File: src/rtl/queue_drain_pkg.sv
// Shared types and default widths for the monitor event-queue drain.
//   state_t : drain controller states (IDLE, WAIT, HOLD)
//   elem_t  : one queue element at the default width (signed)
package queue_drain_pkg;

  localparam int unsigned DATA_W_DEF = 64;
  localparam int unsigned CNT_W_DEF  = 64;
  localparam int unsigned STAT_W_DEF = 32;

  typedef enum logic [1:0] {
    IDLE = 2'd0,
    WAIT = 2'd1,
    HOLD = 2'd2
  } state_t;

  typedef logic signed [DATA_W_DEF-1:0] elem_t;

endpackage

File: src/rtl/queue_drain_if.sv
// Queue-side and downstream-side signals of the drain controller.
//   q_count     : queue occupancy (0 = empty)
//   q_pop       : one-cycle pop request to the queue
//   q_pop_valid : pop acknowledgement, one cycle after q_pop
//   q_data      : popped element, qualified by q_pop_valid
//   m_valid / m_ready / m_data : downstream valid/ready stream
// master = drain controller, slave = queue + downstream evaluator.
interface queue_drain_if
  import queue_drain_pkg::*;
#(
  parameter int unsigned DATA_W = DATA_W_DEF,
  parameter int unsigned CNT_W  = CNT_W_DEF
);

  logic [CNT_W-1:0]         q_count;
  logic                     q_pop;
  logic                     q_pop_valid;
  logic signed [DATA_W-1:0] q_data;
  logic                     m_valid;
  logic                     m_ready;
  logic signed [DATA_W-1:0] m_data;

  modport master (
    input  q_count, q_pop_valid, q_data, m_ready,
    output q_pop, m_valid, m_data
  );

  modport slave (
    output q_count, q_pop_valid, q_data, m_ready,
    input  q_pop, m_valid, m_data
  );

endinterface

File: src/rtl/queue_drain_sat_counter.sv
// Saturating up-counter for monitor statistics.
//   clk, rst : clock, async active-high reset
//   inc      : count one event this cycle
//   count    : current count, holds at all-ones
//   sat      : registered flag, high once count has reached all-ones
module sat_counter #(
  parameter int unsigned WIDTH = 32
) (
  input  logic             clk,
  input  logic             rst,
  input  logic             inc,
  output logic [WIDTH-1:0] count,
  output logic             sat
);

  localparam logic [WIDTH-1:0] CNT_MAX = '1;

  // sat rises together with the final increment, so count never wraps
  always_ff @(posedge clk or posedge rst) begin
    if (rst) begin
      count <= '0;
      sat   <= 1'b0;
    end else if (inc && !sat) begin
      count <= count + WIDTH'(1);
      sat   <= (count == (CNT_MAX - WIDTH'(1)));
    end
  end

endmodule

File: src/rtl/queue_drain.sv
// Consumer-side controller for the monitor event queue: pops one element at
// a time, holds it for the downstream evaluator over valid/ready, flags pops
// the queue could not satisfy and counts delivered elements.
//   clk, rst  : clock, async active-high reset
//   en        : allow new pops
//   flush     : drop the held/in-flight element and return to idle
//   bus       : queue and downstream signals (queue_drain_if.master)
//   underflow : sticky, a pop came back without q_pop_valid
//   delivered : saturating count of downstream handshakes
module queue_drain
  import queue_drain_pkg::*;
#(
  parameter int unsigned DATA_W = DATA_W_DEF,
  parameter int unsigned CNT_W  = CNT_W_DEF,
  parameter int unsigned STAT_W = STAT_W_DEF
) (
  input  logic              clk,
  input  logic              rst,
  input  logic              en,
  input  logic              flush,
  queue_drain_if.master     bus,
  output logic              underflow,
  output logic [STAT_W-1:0] delivered
);

  localparam logic [CNT_W-1:0] CNT_EMPTY = '0;

  state_t                   state;
  state_t                   state_nxt;
  logic                     pop_ok_c;
  logic                     q_pop_c;
  logic                     capture_c;
  logic                     release_c;
  logic                     handshake_c;
  logic                     underflow_set_c;
  logic                     m_valid_q;
  logic signed [DATA_W-1:0] m_data_q;
  logic                     delivered_sat;

  // q_count is only looked at in a cycle where a pop may be issued
  assign pop_ok_c = en && !flush && (bus.q_count != CNT_EMPTY);

  // State register
  always_ff @(posedge clk or posedge rst) begin
    if (rst) begin
      state <= IDLE;
    end else begin
      state <= state_nxt;
    end
  end

  // Next state and per-cycle controls
  always_comb begin
    state_nxt       = state;
    q_pop_c         = 1'b0;
    capture_c       = 1'b0;
    release_c       = 1'b0;
    handshake_c     = 1'b0;
    underflow_set_c = 1'b0;
    unique case (state)
      IDLE: begin
        if (pop_ok_c) begin
          q_pop_c   = 1'b1;
          state_nxt = WAIT;
        end
      end
      WAIT: begin
        // en is ignored here so an issued pop always completes
        underflow_set_c = !bus.q_pop_valid;
        if (bus.q_pop_valid && !flush) begin
          capture_c = 1'b1;
          state_nxt = HOLD;
        end else begin
          state_nxt = IDLE;
        end
      end
      HOLD: begin
        if (flush) begin
          release_c = 1'b1;
          state_nxt = IDLE;
        end else if (bus.m_ready) begin
          release_c   = 1'b1;
          handshake_c = 1'b1;
          // back-to-back pop in the handshake cycle
          if (pop_ok_c) begin
            q_pop_c   = 1'b1;
            state_nxt = WAIT;
          end else begin
            state_nxt = IDLE;
          end
        end
      end
      default: begin
        state_nxt = IDLE;
      end
    endcase
  end

  // Holding register and downstream valid
  always_ff @(posedge clk or posedge rst) begin
    if (rst) begin
      m_valid_q <= 1'b0;
      m_data_q  <= '0;
    end else begin
      if (capture_c) begin
        m_valid_q <= 1'b1;
        m_data_q  <= bus.q_data;
      end else if (release_c) begin
        m_valid_q <= 1'b0;
      end
    end
  end

  // Sticky underflow flag, cleared only by reset
  always_ff @(posedge clk or posedge rst) begin
    if (rst) begin
      underflow <= 1'b0;
    end else if (underflow_set_c) begin
      underflow <= 1'b1;
    end
  end

  // Delivered-element statistic; stop feeding increments once saturated
  sat_counter #(
    .WIDTH (STAT_W)
  ) u_delivered (
    .clk   (clk),
    .rst   (rst),
    .inc   (handshake_c && !delivered_sat),
    .count (delivered),
    .sat   (delivered_sat)
  );

  assign bus.q_pop   = q_pop_c;
  assign bus.m_valid = m_valid_q;
  assign bus.m_data  = m_data_q;

endmodule

File: src/flat_wrapper.sv
// flat-port wrapper written by rule: the top's interface ports become plain ports
module queue_drain_flat import queue_drain_pkg::*;
#(
  parameter int unsigned DATA_W = DATA_W_DEF,
  parameter int unsigned CNT_W  = CNT_W_DEF,
  parameter int unsigned STAT_W = STAT_W_DEF
)
  (clk, rst, en, flush, underflow, delivered, bus_q_count, bus_q_pop_valid, bus_q_data, bus_m_ready, bus_q_pop, bus_m_valid, bus_m_data);
  queue_drain_if #(.DATA_W(DATA_W), .CNT_W(CNT_W)) bus_i ();
  input  logic clk;
  input  logic rst;
  input  logic en;
  input  logic flush;
  output logic underflow;
  output logic [STAT_W-1:0] delivered;
  input wire logic [$bits(bus_i.q_count)-1:0] bus_q_count;
  input wire logic [$bits(bus_i.q_pop_valid)-1:0] bus_q_pop_valid;
  input wire logic [$bits(bus_i.q_data)-1:0] bus_q_data;
  input wire logic [$bits(bus_i.m_ready)-1:0] bus_m_ready;
  output wire logic [$bits(bus_i.q_pop)-1:0] bus_q_pop;
  output wire logic [$bits(bus_i.m_valid)-1:0] bus_m_valid;
  output wire logic [$bits(bus_i.m_data)-1:0] bus_m_data;
  assign bus_i.q_count = bus_q_count;
  assign bus_i.q_pop_valid = bus_q_pop_valid;
  assign bus_i.q_data = bus_q_data;
  assign bus_i.m_ready = bus_m_ready;
  assign bus_q_pop = bus_i.q_pop;
  assign bus_m_valid = bus_i.m_valid;
  assign bus_m_data = bus_i.m_data;
  queue_drain #(.DATA_W(DATA_W), .CNT_W(CNT_W), .STAT_W(STAT_W)) u_core (.clk(clk), .rst(rst), .en(en), .flush(flush), .bus(bus_i), .underflow(underflow), .delivered(delivered));
endmodule
File: config.mk
export PLATFORM = sky130hd
export DESIGN_NAME = queue_drain_flat
export DESIGN_NICKNAME = d
export VERILOG_FILES = /design/src/rtl/queue_drain_pkg.sv /design/src/rtl/queue_drain_if.sv /design/src/rtl/queue_drain_sat_counter.sv /design/src/rtl/queue_drain.sv /design/src/flat_wrapper.sv
export SDC_FILE = /design/constraint.sdc
export NUM_CORES = 1
export LEC_CHECK = 0
export ABC_CLOCK_PERIOD_IN_PS = 8400
export BUFFER_PORTS_ARGS = -buffer_cell sky130_fd_sc_hd__buf_4
export CAP_MARGIN = 20
export CORE_AREA = 2 2 73 128
export CTS_BUF_LIST = sky130_fd_sc_hd__clkbuf_8
export DETAILED_ROUTE_END_ITERATION = 8
export DIE_AREA = 0 0 75 130
export PLACE_DENSITY = 0.93
export SLEW_MARGIN = 40
export SYNTH_ARGS = -nofsm -noshare
export SYNTH_HDL_FRONTEND = slang
export SYNTH_SLANG_ARGS = --single-unit
File: constraint.sdc
create_clock -name clk -period 8.4 [get_ports clk]
set_clock_uncertainty 0.05 [all_clocks]
set_input_delay 0.84 -clock clk [delete_from_list [all_inputs] [get_ports clk]]
set_output_delay 0.84 -clock clk [all_outputs]
set_load 0.005 [all_outputs]
==> results of run 1 <==
kinds of logic after synthesis:
kind of cell	after synthesis	share of synthesized area, %
AOI/OAI and AO/OA	4	0.676
xor gates and xnor gates	31	6.38
adders and majority gates	2	0.588
buffers and inverters	11	1.15
DFF	101	59.4
muxes	65	17.2
and+or+nand+nor	99	14.7
synth_stat cells (2+ instances only):
| library cell | number |
|---|---|
| dfrtp_1 | 101 |
| mux2_2 | 64 |
| xnor2_1 | 21 |
| nor4_1 | 18 |
| nand2_1 | 13 |
| nand3_1 | 13 |
| nor2_1 | 13 |
| xor2_1 | 10 |
| and3_1 | 9 |
| nand4_1 | 9 |
| buf_2 | 6 |
| inv_1 | 5 |
| nand2b_1 | 5 |
| nor3_1 | 3 |
| ha_1 | 2 |
| nand4_4 | 2 |
stage by stage:
step / util (%) / hold WS, ns / cells
6_report: 72.4 / 0.416 / 677
5_1_grt: 72.4 / 0.435 / 677
4_1_cts: 72.4 / 0.409 / 677
3_5_place_dp: 69.7 / 0.415 / 661
3_3_place_gp: 69.7 / 0.410 / 661
2_1_floorplan: - / 0.415 / 313
state kept, by name (all words and copies together), names as in the netlist:
signal	cells
u_core.underflow	1
u_core.state	2
u_core.u_delivered.sat	1
u_core.bus.m_data	64
u_core.u_delivered.count	32
u_core.bus.m_valid	1
routing by layer:
metal | up-vias | wire [µm] | GRT usage [%]
met5 | - | 0 | 0
met4 | 0 | 462 | 14.1
met3 | 30 | 761 | 4.71
met2 | 175 | 6820 | 46.2
met1 | 1678 | 3550 | 21.9
li1 | 1596 | - | -
path summary, 6_finish.rpt:
path                                                      to              from  depth (start not counted)  slack, ns
worst max-delay path                               bus_q_pop   bus_q_count[38]                          6       5.49
worst min-delay path             u_core.u_delivered.count[3]               rst                          2       0.42
worst max register to register         u_core.bus.m_data[63]   u_core.state[1]                          4       5.98
worst min register to register              u_core.underflow  u_core.underflow                          1       0.44
max in group asynchronous       u_core.u_delivered.count[15]               rst                          3       6.95
min in group clk                            u_core.underflow  u_core.underflow                          1       0.44
power groups by stage:
stage                     registers, W  clock network [W]  logic (W)
after floorplan               0.000639                  0   0.000107
after global placement        0.000634                  0   0.000317
after detailed placement      0.000642                  0   0.000331
after CTS                     0.000632           0.000360   0.000331
after global routing          0.000643           0.000377   0.000355
final                         0.000632           0.000351   0.000326
layout make-up:
class	instances	share of cell area, %
multi-input combinational	201	26.4
inverter	5	0.333
sequential	101	39.6
clock buffer	11	2.37
clock inverter	5	1.28
timing repair buffer	234	27.6
tap	120	2.35
==> results.sh, run 1 <==
export IMPL_seq_area_frac_synth_pct=59.4
export IMPL_synthCells=313
export IMPL_status="finished clean"
export IMPL_endpoint_kind="primary output"
export IMPL_cts_tree="built"
export IMPL_avgSynthCellArea_um2=13.6
export IMPL_synth_largest_area_cell="dfrtp_1"
export IMPL_tns_ns=0
export IMPL_seqCellArea_um2=2530
export IMPL_nNetsFinal=688
export IMPL_p_clk_share_pct=26.8
export IMPL_synth_warnings=0
export IMPL_critical_path_class="in2out"
export IMPL_via_count=3479
export IMPL_grt_pass1_wl_mm=17.2
export IMPL_grt_pass1_vias=3759
export IMPL_final_max_slew_viol_count=0
export IMPL_worst_slew_pin_slew_ns=0.751
export IMPL_power_total_w=0.00131
export IMPL_die_height_um=130
export IMPL_cp_slowest_cell="nor4_1"
export IMPL_fin_crit_sh_pct=34.6
export IMPL_power_density_nw_per_um2=205
export IMPL_internal_power_w=0.000975
export IMPL_yosys_most_used_dff="dfrtp_1"
export IMPL_cts_made_buffers=9
export IMPL_crit_family="simple AND/OR/NAND/NOR gates"
export IMPL_nFillCells=609
export IMPL_syn_num_nets=449
export IMPL_viasPerCell=5.14
export IMPL_cts_root_buf="clkbuf_8"
export IMPL_die_area_um2=9750
export IMPL_crit_chain="buf_4 -> nor4_1 -> nand4_1 -> nor4_1 -> nor2_1 -> buf_4"
export IMPL_clk_pin_slew_ns=0.09
export IMPL_start_util_pct=48.4
export IMPL_dieWidth_um=75
export IMPL_cts_setup_buffers=0
export IMPL_combinationalPowerShare_pct=24.9
export IMPL_ioPinCount=233
export IMPL_rsz0062_at_grt="no"
export IMPL_drive_gt1_share_pct=58.5
export IMPL_hpwl_mm=9.32
export IMPL_timing_fmax_mhz=344
export IMPL_synth_area_leaders="dfrtp_1, mux2_2, xnor2_1"
export IMPL_seq_power_share_pct=48.3
export IMPL_hold_buffers=0
export IMPL_yosysUniqueCellTypes=35
export IMPL_drc_errors=0
export IMPL_wl_per_cell_um=17.1
export IMPL_arrival_ns=2.02
export IMPL_grt_max_degree=70
export IMPL_leakage_nw=3.17
export IMPL_critPathLaunchType="input port"
export IMPL_worst_path_largest_cell_delay_ns=0.39
export IMPL_place_gp_congestion=0.882
export IMPL_grt_overflow_total=0
export IMPL_min_path_type="in2async"
export IMPL_sw_frac_of_total_pct=25.5
export IMPL_synthesis_area_um2=4260
export IMPL_num_antenna_cells=0
export IMPL_crit_buf_inv=2
export IMPL_routed_wl_mm=11.6
export IMPL_htreeDepth=3
export IMPL_dr_pass1_iters=6
export IMPL_fin_area_um2=6380
export IMPL_num_rows=46
export IMPL_switching_power_w=0.000334
export IMPL_clock_latency_ns=0.37
export IMPL_placed_area_um2=6140
export IMPL_clock_path_buffers=2
export IMPL_finalHoldViolations=0
export IMPL_cts_resized=0
export IMPL_worstPathMaxFanout=2
export IMPL_ant_nets=0
export IMPL_layout_commonest_cell="buf_4"
export IMPL_multi_input_area_um2=1690
export IMPL_max_slew_margin_pct=49.8
export IMPL_maxCapViolations=0
export IMPL_antenna_found_initial=0
export IMPL_synth_top_cell_area_share_pct=59.4
export IMPL_ir_drop_uv=143
export IMPL_grt_usage_pct=24.0
export IMPL_min_period_ns=2.91
export IMPL_required_ns=7.51
export IMPL_setup_viol=0
export IMPL_setup_ws_ns=5.49
export IMPL_synth_edff_count=0
export IMPL_dp_slack_ns=5.48
export IMPL_synth_async_reset_ratio_pct=100
export IMPL_port_buffers=232
export IMPL_syn_to_final_growth_pct=49.8
export IMPL_coreArea_um2=8810
export IMPL_drt_iter0_drc=108
export IMPL_synth_seq_cells=101
export IMPL_clkSinkCount=101
export IMPL_mostFrequentLayoutCells="buf_4, dfrtp_1, mux2_2"
Power figures use the tool's default switching activity.
==> inputs of run 2 (changes only) <==
ABC_CLOCK_PERIOD_IN_PS = 2300   (was 8400)
CORE_AREA = 2 2 80 139   (was 2 2 73 128)
DIE_AREA = 0 0 82 141   (was 0 0 75 130)
PLACE_DENSITY = 0.83   (was 0.93)
clock period = 2.3 ns   (was 8.4 ns; I/O delays follow)
==> results.sh, run 2 (synthesis results as in run 1) <==
export IMPL_dieWidth_um=82
export IMPL_dr_pass1_iters=4
export IMPL_fin_cells=689
export IMPL_nFillCells=829
export IMPL_start_util_pct=40.5
export IMPL_fin_crit_sh_pct=78.3
export IMPL_clock_latency_ns=0.36
export IMPL_grt_pass1_wl_mm=17.1
export IMPL_cts_resized=0
export IMPL_largest_reg_flops=64
export IMPL_drt_iter0_drc=91
export IMPL_max_slew_margin_pct=61.5
export IMPL_drive_gt1_share_pct=58.0
export IMPL_rsz0062_at_grt="no"
export IMPL_dp_slack_ns=0.499
export IMPL_min_period_ns=1.80
export IMPL_maxCapViolations=0
export IMPL_grt_max_degree=102
export IMPL_antenna_found_initial=0
export IMPL_cts_root_buf="clkbuf_8"
export IMPL_clock_path_buffers=2
export IMPL_ir_drop_uv=579
export IMPL_htreeDepth=3
export IMPL_finalHoldViolations=0
export IMPL_mostFrequentLayoutCells="buf_4, dfrtp_1, mux2_2"
export IMPL_setup_viol=0
export IMPL_worstPathMaxFanout=34
export IMPL_leakage_nw=3.16
export IMPL_internal_power_w=0.00328
export IMPL_grt_pass1_vias=3706
export IMPL_worst_slew_pin_slew_ns=0.573
export IMPL_arrival_ns=1.98
export IMPL_syn_to_final_growth_pct=49.8
export IMPL_required_ns=2.48
export IMPL_power_density_nw_per_um2=700
export IMPL_seq_power_share_pct=51.3
export IMPL_wl_per_cell_um=15.8
export IMPL_grt_usage_pct=19.1
export IMPL_grt_overflow_total=0
export IMPL_num_rows=50
export IMPL_ioPinCount=233
export IMPL_num_antenna_cells=0
export IMPL_ant_nets=0
export IMPL_routed_wl_mm=10.9
export IMPL_layout_commonest_cell="buf_4"
export IMPL_seqCellArea_um2=2530
export IMPL_final_util_pct=60.7
export IMPL_die_area_um2=11600
export IMPL_min_path_type="in2reg"
export IMPL_p_clk_share_pct=22.1
export IMPL_finalHoldWorstSlack_ns=0.0451
export IMPL_coreArea_um2=10500
export IMPL_via_count=3411
export IMPL_combinationalPowerShare_pct=26.6
export IMPL_port_buffers=232
export IMPL_tns_ns=0
export IMPL_switching_power_w=0.00119
export IMPL_clkSinkCount=101
export IMPL_endpoint_kind="register"
export IMPL_place_gp_congestion=0.837
export IMPL_drc_errors=0
export IMPL_cts_made_buffers=9
export IMPL_critical_path_class="reg2reg"
export IMPL_sw_frac_of_total_pct=26.5
export IMPL_multi_input_area_um2=1690
export IMPL_timing_fmax_mhz=555
export IMPL_setup_ws_ns=0.499
export IMPL_critPathLaunchType="register"
export IMPL_place_inst=672
export IMPL_clk_pin_slew_ns=0.10
export IMPL_die_height_um=141
export IMPL_hpwl_mm=8.70
export IMPL_status="finished clean"
export IMPL_nNetsFinal=690
export IMPL_cts_tree="built"
export IMPL_viasPerCell=4.95
export IMPL_final_max_slew_viol_count=0
run 2: cell types whose count changed in the layout (fill, tap and decap cells not counted), sizes merged, moves of 2 or more:
cell	before	now
inv	6	9
bufinv	2	0
clkinvlp	1	3
clkbuf	11	9
run 2: power groups by stage:
| stage | clock network (W) | registers, W | logic (W) |
|---|---|---|---|
| after CTS | 0.00103 | 0.00230 | 0.00121 |
| after global placement | 0 | 0.00231 | 0.00117 |
| after floorplan | 0 | 0.00234 | 0.000390 |
| after detailed placement | 0 | 0.00233 | 0.00121 |
| after global routing | 0.00109 | 0.00234 | 0.00130 |
| final | 0.000986 | 0.00229 | 0.00119 |
run 2: per-stage QoR:
stage,power (W),area [µm²]
2_1_floorplan,0.00273,4260
3_5_place_dp,0.00354,6200
6_report,0.00447,6380
4_1_cts,0.00454,6380
5_1_grt,0.00474,6380
3_3_place_gp,0.00348,6200
run 2: what timing repair did:
action,CTS,global route
setup endpoints to repair,0,0
buffers inserted,0,0
endpoints found under the hold margin,95,0
hold buffers,1,0
run 2: final cells by class:
cell class / instances / share of cell area [%]
Clock inverter: 7 / 0.687
Multi-Input combinational cell: 201 / 26.4
Inverter: 5 / 0.353
Timing Repair Buffer: 236 / 28.4
Sequential cell: 101 / 39.6
Tap cell: 130 / 2.55
Clock buffer: 9 / 1.94
run 2: per-layer routing:
metal	track usage (%)	vias to the layer above	part of all wire, %
met5	0	-	0
met4	8.16	0	3.3
met3	4.74	35	6.9
met2	35.1	157	57
met1	19.7	1617	33
li1	-	1602	-
run 2: path summary, 6_finish.rpt:
| kind | startpoint | to | slack [ns] | depth (start not counted) |
|---|---|---|---|---|
| max in group asynchronous | rst | u_core.bus.m_data[61] | 1.23 | 4 |
| max reg2reg | u_core.state[1] | u_core.bus.m_data[54] | 0.50 | 4 |
| min | bus_q_data[45] | u_core.bus.m_data[45] | 0.05 | 2 |
| min reg2reg | u_core.underflow | u_core.underflow | 0.44 | 1 |
| max | u_core.state[1] | u_core.bus.m_data[54] | 0.50 | 4 |
| min in group asynchronous | rst | u_core.bus.m_data[49] | 0.48 | 4 |
run 2: critical path, stage by stage (launching register included):
cell	delay, ns
dfrtp_1	0.43
nand3b_1	0.26
nor2_4	0.31
buf_12	0.25
mux2_2	0.37
==> inputs of run 3 (changes only) <==
ABC_CLOCK_PERIOD_IN_PS = 1450   (was 2300)
clock period = 1.45 ns   (was 2.3 ns; I/O delays follow)
==> results.sh, run 3 (synthesis results as in run 1) <==
export IMPL_clkSinkCount=101
export IMPL_ant_nets=0
export IMPL_worstRegToRegCells=6
export IMPL_arrival_ns=1.95
export IMPL_antenna_found_initial=1
export IMPL_clk_pin_slew_ns=0.09
export IMPL_power_density_nw_per_um2=1010
export IMPL_ioPinCount=233
export IMPL_endpoint_kind="register"
export IMPL_viasPerCell=5.16
export IMPL_coreArea_um2=10500
export IMPL_drc_errors=0
export IMPL_syn_to_final_growth_pct=95.4
export IMPL_fin_crit_sh_pct=120
export IMPL_final_max_slew_viol_count=0
export IMPL_dp_slack_ns=-0.282
export IMPL_violations="setup timing"
export IMPL_place_gp_congestion=0.813
export IMPL_grt_usage_pct=27.6
export IMPL_final_util_pct=79.2
export IMPL_mostFrequentLayoutCells="buf_4, dfrtp_1, dlygate4sd3_1"
export IMPL_sw_frac_of_total_pct=27.5
export IMPL_setup_ws_ns=-0.289
export IMPL_fin_cells=830
export IMPL_drive_gt1_share_pct=61.9
export IMPL_seq_power_share_pct=44.3
export IMPL_start_util_pct=40.5
export IMPL_cts_tree="built"
export IMPL_clock_latency_ns=0.38
export IMPL_grt_pass1_vias=4545
export IMPL_dieWidth_um=82
export IMPL_num_rows=50
export IMPL_max_slew_margin_pct=78.3
export IMPL_finalHoldViolations=0
export IMPL_nNetsFinal=832
export IMPL_htreeDepth=3
export IMPL_drt_iter0_drc=175
export IMPL_critPathLaunchType="register"
export IMPL_clock_path_buffers=2
export IMPL_min_path_type="in2reg"
export IMPL_via_count=4286
export IMPL_cts_root_buf="clkbuf_8"
export IMPL_die_height_um=141
export IMPL_worst_slew_pin_slew_ns=0.324
export IMPL_largest_reg_flops=64
export IMPL_grt_pass1_wl_mm=23.6
export IMPL_hpwl_mm=10.1
export IMPL_setup_viol=90
export IMPL_critical_path_class="reg2reg"
export IMPL_grt_max_degree=54
export IMPL_worstPathMaxFanout=5
export IMPL_routed_wl_mm=17.8
export IMPL_switching_power_w=0.00231
export IMPL_cts_made_buffers=9
export IMPL_timing_fmax_mhz=575
export IMPL_p_clk_share_pct=23.3
export IMPL_status="complete, but fails checks"
export IMPL_min_period_ns=1.74
export IMPL_holdPathStages=3
export IMPL_place_inst=724
export IMPL_ir_drop_uv=933
export IMPL_die_area_um2=11600
export IMPL_leakage_nw=4.14
export IMPL_layout_commonest_cell="buf_4"
export IMPL_wl_per_cell_um=21.4
export IMPL_rsz0062_at_grt="yes"
export IMPL_grt_overflow_total=0
export IMPL_internal_power_w=0.00609
export IMPL_port_buffers=232
export IMPL_required_ns=1.66
export IMPL_dr_pass1_iters=4
export IMPL_maxCapViolations=0
export IMPL_nFillCells=613
export IMPL_combinationalPowerShare_pct=32.4
[run 3: cell types whose count changed in the layout (fill, tap and decap cells not counted), sizes merged, moves of 2 or more]
| cell | previous run | this run |
|---|---|---|
| buf | 235 | 308 |
| bufinv | 0 | 2 |
| clkbuf | 9 | 13 |
| dlygate4sd3 | 1 | 66 |
| inv | 9 | 5 |
[run 3: worst paths after layout]
kind / from / endpoint / slack (ns)
min: bus_m_ready / u_core.state[1] / 0.04
min reg2reg: u_core.u_delivered.count[27] / u_core.u_delivered.count[27] / 0.45
max: u_core.state[0] / u_core.u_delivered.count[25] / -0.29
min in group asynchronous: rst / u_core.bus.m_data[8] / 0.39
max in group asynchronous: rst / u_core.bus.m_data[44] / 0.70
max reg2reg: u_core.state[0] / u_core.u_delivered.count[25] / -0.29
[run 3: area by class of cell]
cell class	instances	area, µm²	area share (%)
antenna	1	2.50	0.0301
clock buffer	9	124	1.49
clock inverter	5	85.1	1.02
inverter	5	22.5	0.271
multi-input combinational	201	2140	25.8
sequential	101	2530	30.4
tap	130	163	1.95
timing repair buffer	378	3250	39.1
[run 3: worst max-delay path, cell delays in order (launching register included)]
cell     delay [ns]
dfrtp_1        0.42
and3b_2        0.35
nand4_4        0.15
nor3_4         0.31
buf_6          0.16
nand3_4        0.06
xnor2_2        0.13
[run 3: through the flow]
stage               total power [W]  area, µm²  hold slack, ns  TNS, ns
floorplan                   0.00437       4340           0.161    -9.08
global placement            0.00566       6660           0.223   -10.60
detailed placement          0.00579       6660           0.230   -13.84
CTS                         0.00800       7870          0.0342   -10.24
global route                0.00870       8320          0.0407   -18.17
finish                      0.00840       8320          0.0418   -13.32
[run 3: power groups by stage]
| stage | Sequential (W) | Clock (W) | Combinational, W |
|---|---|---|---|
| after floorplan | 0.00371 | 0 | 0.000666 |
| after global routing | 0.00376 | 0.00207 | 0.00287 |
| final | 0.00372 | 0.00196 | 0.00272 |
| after detailed placement | 0.00368 | 0 | 0.00210 |
| after global placement | 0.00365 | 0 | 0.00202 |
| after CTS | 0.00363 | 0.00197 | 0.00240 |
[run 3: layer usage]
metal / global-route usage [%] / wire length, µm / up-vias
li1: - / - / 1886
met2: 49.4 / 9330 / 216
met4: 10.7 / 832 / 0
met5: 0 / 0 / -
met3: 6.34 / 1190 / 66
met1: 30.8 / 6440 / 2118
[run 3: timing repair]
action	in CTS	in global routing
pin swaps	9	15
endpoints found under the hold margin	166	0
hold buffers	66	0
setup endpoints to repair	90	92
gates cloned	3	5
gates resized for setup	41	69
buffers inserted	10	9
